==> src/rtl/l2_request_arbiter_pkg.sv <==
`default_nettype none
// ============================================================================
// Module   : l2_request_arbiter_pkg
// Brief    : Shared encodings for the L1-to-L2 request arbiter.
// Revision : 1.0 - initial release
// ============================================================================
package l2_request_arbiter_pkg;

    localparam int c_BW_WORD_ADDR = 30;

    // Cache identifiers double as arbiter port indices
    localparam int c_ID_CACHE_I = 0;
    localparam int c_ID_CACHE_D = 1;

    localparam logic c_PORT_I = 1'b0;
    localparam logic c_PORT_D = 1'b1;

    localparam string c_POLICY_RR    = "RR";
    localparam string c_POLICY_FIXED = "FIXED";

    typedef enum logic [1:0] {
        ST_IDLE = 2'd0,
        ST_WAIT = 2'd1,
        ST_RESP = 2'd2
    } arb_state_t;

    function automatic logic [1:0] port_onehot(input logic port);
        return port ? 2'b10 : 2'b01;
    endfunction

endpackage
`default_nettype wire

==> src/rtl/l2_request_arbiter_arb_grant_counter.sv <==
`default_nettype none
// ============================================================================
// Module   : arb_grant_counter
// Brief    : Saturating grant counter with clear (priority) and enable.
// Revision : 1.0 - initial release
// ============================================================================
module arb_grant_counter #(
    parameter int WIDTH = 32
) (
    input  logic             clk,
    input  logic             rst,
    input  logic             i_enable,
    input  logic             i_clear,
    input  logic             i_inc,
    output logic [WIDTH-1:0] o_count
);

    logic [WIDTH-1:0] r_count;

    always_ff @(posedge clk) begin
        if (rst) begin
            r_count <= '0;
        end else if (i_enable) begin
            if (i_clear) begin
                r_count <= '0;
            end else if (i_inc && (r_count != '1)) begin
                r_count <= r_count + 1'b1;
            end
        end
    end

    assign o_count = r_count;

endmodule
`default_nettype wire

==> src/rtl/l2_request_arbiter.sv <==
`default_nettype none
// ============================================================================
// Module   : l2_request_arbiter
// Brief    : Shares the L2 request port between the instruction and data L1s.
// Revision : 1.0 - initial release
// ============================================================================
module l2_request_arbiter
    import l2_request_arbiter_pkg::*;
#(
    parameter string POLICY  = c_POLICY_RR,
    parameter int    BW_ADDR = c_BW_WORD_ADDR
) (
    input  logic                 clock_i,
    input  logic                 reset_i,
    input  logic                 enable_i,
    input  logic [1:0]           req_i,
    input  logic [1:0]           rw_i,
    input  logic [2*BW_ADDR-1:0] add_i,
    input  logic [63:0]          data_i,
    output logic [1:0]           done_o,
    output logic [31:0]          data_o,
    output logic                 busy_o,
    output logic                 l2_req_o,
    output logic                 l2_rw_o,
    output logic [BW_ADDR-1:0]   l2_add_o,
    output logic [31:0]          l2_data_o,
    input  logic                 l2_done_i,
    input  logic [31:0]          l2_data_i,
    output logic [63:0]          grant_cnt_o,
    input  logic                 cnt_clear_i
);

    localparam bit c_FIXED = (POLICY == c_POLICY_FIXED);

    arb_state_t r_state;
    arb_state_t w_state_nxt;

    logic               r_last;
    logic               r_winner;
    logic               r_l2_req;
    logic               r_l2_rw;
    logic [BW_ADDR-1:0] r_l2_add;
    logic [31:0]        r_l2_data;
    logic [31:0]        r_rdata;

    logic               w_tie_winner;
    logic               w_pick;
    logic               w_grant;
    logic               w_capture;
    logic               w_release;
    logic [1:0]         w_inc;
    logic [BW_ADDR-1:0] w_add   [2];
    logic [31:0]        w_wdata [2];

    for (genvar p = 0; p < 2; p++) begin : g_port
        assign w_add[p]   = add_i[p*BW_ADDR +: BW_ADDR];
        assign w_wdata[p] = data_i[p*32 +: 32];
    end

    // On a tie RR hands the grant to the port that did not win last time
    assign w_tie_winner = c_FIXED ? c_PORT_D : ~r_last;
    assign w_pick       = (req_i == 2'b11) ? w_tie_winner : req_i[1];

    always_comb begin
        w_state_nxt = r_state;
        w_grant     = 1'b0;
        w_capture   = 1'b0;
        w_release   = 1'b0;
        if (enable_i) begin
            case (r_state)
                ST_IDLE: begin
                    if (|req_i) begin
                        w_grant     = 1'b1;
                        w_state_nxt = ST_WAIT;
                    end
                end
                ST_WAIT: begin
                    if (l2_done_i) begin
                        w_capture   = 1'b1;
                        w_state_nxt = ST_RESP;
                    end
                end
                ST_RESP: begin
                    w_release   = 1'b1;
                    w_state_nxt = ST_IDLE;
                end
                default: w_state_nxt = ST_IDLE;
            endcase
        end
    end

    always_ff @(posedge clock_i) begin
        if (reset_i) begin
            r_state   <= ST_IDLE;
            r_last    <= c_PORT_I;
            r_winner  <= c_PORT_I;
            r_l2_req  <= 1'b0;
            r_l2_rw   <= 1'b0;
            r_l2_add  <= '0;
            r_l2_data <= '0;
            r_rdata   <= '0;
        end else begin
            r_state <= w_state_nxt;
            if (w_grant) begin
                r_winner  <= w_pick;
                r_l2_req  <= 1'b1;
                r_l2_rw   <= rw_i[w_pick];
                r_l2_add  <= w_add[w_pick];
                r_l2_data <= w_wdata[w_pick];
            end
            if (w_capture) begin
                r_rdata  <= l2_data_i;
                r_l2_req <= 1'b0;
            end
            if (w_release) begin
                r_last <= r_winner;
            end
        end
    end

    assign w_inc = {w_grant & w_pick, w_grant & ~w_pick};

    for (genvar p = 0; p < 2; p++) begin : g_cnt
        arb_grant_counter #(
            .WIDTH (32)
        ) u_cnt (
            .clk      (clock_i),
            .rst      (reset_i),
            .i_enable (enable_i),
            .i_clear  (cnt_clear_i),
            .i_inc    (w_inc[p]),
            .o_count  (grant_cnt_o[p*32 +: 32])
        );
    end

    assign done_o    = (enable_i && (r_state == ST_RESP)) ? port_onehot(r_winner) : 2'b00;
    assign busy_o    = (r_state != ST_IDLE);
    assign data_o    = r_rdata;
    assign l2_req_o  = r_l2_req;
    assign l2_rw_o   = r_l2_rw;
    assign l2_add_o  = r_l2_add;
    assign l2_data_o = r_l2_data;

endmodule
`default_nettype wire

==> config.mk <==
export PLATFORM = sky130hd
export DESIGN_NAME = l2_request_arbiter
export DESIGN_NICKNAME = d
export VERILOG_FILES = /design/src/rtl/l2_request_arbiter_pkg.sv /design/src/rtl/l2_request_arbiter_arb_grant_counter.sv /design/src/rtl/l2_request_arbiter.sv
export SDC_FILE = /design/constraint.sdc
export NUM_CORES = 1
export LEC_CHECK = 0
export BUFFER_PORTS_ARGS = -buffer_cell sky130_fd_sc_hd__buf_4
export CORE_ASPECT_RATIO = 0.9
export CORE_UTILIZATION = 48
export DETAILED_ROUTE_END_ITERATION = 8
export PLACE_DENSITY_LB_ADDON = 0.05
export RECOVER_POWER = 100
export SYNTH_ARGS = -nofsm -noshare
export SYNTH_HDL_FRONTEND = slang
export SYNTH_SLANG_ARGS = --single-unit
==> constraint.sdc <==
create_clock -name clock_i -period 3.1 [get_ports clock_i]
set_clock_uncertainty 0.15 [all_clocks]
set_input_delay 0.62 -clock clock_i [delete_from_list [all_inputs] [get_ports clock_i]]
set_output_delay 0.62 -clock clock_i [all_outputs]
set_load 0.05 [all_outputs]
==> flow_metrics.tcl <==
set metrics [dict create \
    outcome "finished clean" \
    synth_nets 1181 \
    yosys.area.top_type "dfxtp_1" \
    core_area_um2 15700 \
    cp.arrival_ns 3.03 \
    tightest_slew_ns 1.46 \
    drt-initial-drc-count 908 \
    synth-main-ff-cell "dfxtp_1" \
    slew_violations 0 \
    ys_async_sr_fraction 0 \
    finish.utilization 0.676 \
    cts_tree "built" \
    rsz0062_at_grt "no" \
    gp_congestion 0.901 \
    worstHoldPathType "input port to flop" \
    path_clk_slew_ns 0.07 \
    hp-start "l2_data_i[17]" \
    cts_sinks 164 \
    worstPathMaxFanout 14 \
    synth_top_area_frac 0.419 \
    crit_path_end_kind "flop" \
    power_density_nw_per_um2 488 \
    ys_types 49 \
    drc 0 \
    nNetsFinal 1499 \
    cts_root_buffer "clkbuf_16" \
    wl_per_cell_um 18.3 \
    postCtsSetupRepairBufs 0 \
    track_usage 0.328 \
    num_rows 43 \
    final-setup-viol-count 0 \
    p_leak_nw 3.92 \
    area_delta_synth_final_pct 35.1 \
    dr.pass1.iters 5 \
    whs_ns 0.277 \
    die_area_um2 16800 \
    pin_count 328 \
    vias 9096 \
    drive_gt1_frac 0.196 \
    synth_commonest_cells "228 x nand2_1, 164 x dfxtp_1, 102 x nor2_1" \
    timing.rr.start "g_cnt[0].u_cnt.o_count[0]" \
    synth_area_leaders "dfxtp_1 42%, nand2_1 11%, a311oi_1 9.2%" \
    peakVddDrop_mv 0.384 \
    ys_ff_latch 164 \
    h-tree-depth 4 \
    antenna_found_initial 0 \
    fp.dieH_um 123 \
    stdcell_count 1547 \
    start_util 0.500 \
    required_ns 3.27 \
    synth_sequential_area_ratio 0.419 \
    synth_edf_count 0 \
    synth_cells 1014 \
    drv_cap 0 \
    clockBufferDepth 2 \
    fin_crit_sh 0.921 \
    numCtsBuffers 17 \
    grt.overflow.total 0 \
    cp-start-kind "flop" \
    port-buffer-count 327 \
    period_needed_ns 2.86 \
    antennaDiodeCount 0 \
    yosysMostFrequentCell "nand2_1" \
    grt_pass1_vias 7986 \
    dp_hpwl_um 20300 \
    viasPerCell 5.88 \
    finalHoldViolations 0 \
    drt_wl_total_um 28400 \
    detail-route-antenna-nets 0 \
    fmax_ghz 0.350 \
    syn_area_um2 7830 \
    die_w_um 137 \
    critPathKind "flop to flop" \
    relSlewSlack 0.0288 \
    clk_latency_ns 0.43 \
    yosysWarningCount 0 \
    grt_max_degree 79 \
    grt_pass1_wl_um 42500 \
    crit_start "g_cnt[0].u_cnt.o_count[0]" \
    syn_avg_cell_area_um2 7.72 \
    post-place-cells 1515 \
]
## cell families (layout without fill, tap and decap cells)
family / after synthesis / after routing / share of synthesized area
buffers and inverters: 98 / 429 / 0.0481
adder cells (fa/ha/maj): 2 / 2 / 0.00319
multiplexers: 1 / 1 / 0.00128
flip-flops: 164 / 164 / 0.419
AND/OR/NAND/NOR: 489 / 489 / 0.289
AO/OA/AOI/OAI: 260 / 260 / 0.239
## registers in the layout, indices dropped and copies added, names as in the netlist
name,count
r_winner,1
l2_data_o,32
l2_req_o,1
g_cnt.u_cnt.o_count,64
r_last,1
l2_rw_o,1
l2_add_o,30
r_state,2
data_o,32
## final timing paths
kind,endpoint,slack [ns],depth (start not counted)
hold / removal,data_o[17],0.28,3
hold reg to reg,data_o[20],0.30,2
setup reg to reg,g_cnt[0].u_cnt.o_count[8],0.24,7
setup / recovery,g_cnt[0].u_cnt.o_count[8],0.24,7
## final cells by class
| type | count | area, um^2 |
|---|---|---|
| Fill cell | 1485 | 5070 |
| Multi-Input combinational cell | 752 | 4190 |
| Sequential cell | 164 | 3280 |
| Timing Repair Buffer | 381 | 2240 |
| Clock buffer | 17 | 425 |
| Tap cell | 202 | 253 |
| Clock inverter | 15 | 126 |
| Inverter | 16 | 60.1 |
## worst max-delay path, cell delays in order, from the launching register on
cell and delay (ns):
dfxtp_1 0.33, ha_1 0.22, nand4_1 0.14, or3_1 0.45, nor4_4 0.74, nor2_1 0.19, buf_4 0.25, a311oi_1 0.28
## stage by stage
stage          setup TNS (ns)  total power, mW  area, um^2  setup WS, ns
4_1_cts                     0             5.27       11200         0.282
6_report                    0             5.17       10600         0.244
5_1_grt                     0             5.36       10600        0.0645
3_5_place_dp           -0.798             3.31       10700        -0.109
3_3_place_gp         -0.00165             3.29       10700      -0.00165
2_1_floorplan               0             2.89        7830         0.206
## report_power, final
part           switching, mW  total, mW  leakage [nW]  internal [mW]
clock                  0.939       1.98         0.268           1.05
sequential            0.0501       2.25          1.34           2.20
combinational          0.649      0.935          2.31          0.286
total                   1.64       5.17          3.92           3.53
## layer usage
| metal | vias up | GRT usage | wire length, um |
|---|---|---|---|
| li1 | 4390 | - | - |
| met1 | 4183 | 0.416 | 11600 |
| met2 | 472 | 0.536 | 13500 |
| met3 | 51 | 0.0845 | 2550 |
| met4 | 0 | 0.119 | 686 |
| met5 | - | 0 | 0 |
## timing repair
| item | CTS | global route |
|---|---|---|
| endpoints found under the setup margin | 11 | 0 |
| resized for setup | 1 | 0 |
| hold buffers | 0 | 0 |
## layout by cell type (no fill, tap or decap), types with 5 or more instances in the layout
cell type / instances
a31oi_1: 30
and3_1: 12
clkbuf_1: 168
a41oi_1: 12
nor3_1: 26
nand4_1: 31
and4_1: 5
inv_1: 16
o21ai_0: 20
clkinv_4: 6
o311ai_0: 11
o21a_1: 5
a211oi_1: 5
nand2_1: 227
a311oi_1: 82
clkbuf_16: 17
nor2_1: 102
o31ai_1: 9
or2_2: 5
nor4_1: 12
dfxtp_1: 164
o211ai_1: 6
and2_1: 7
nand3b_1: 5
or4_1: 5
o41ai_1: 9
nand3_1: 25
buf_4: 207
a21oi_1: 58
(Power assumes the default switching activity.)
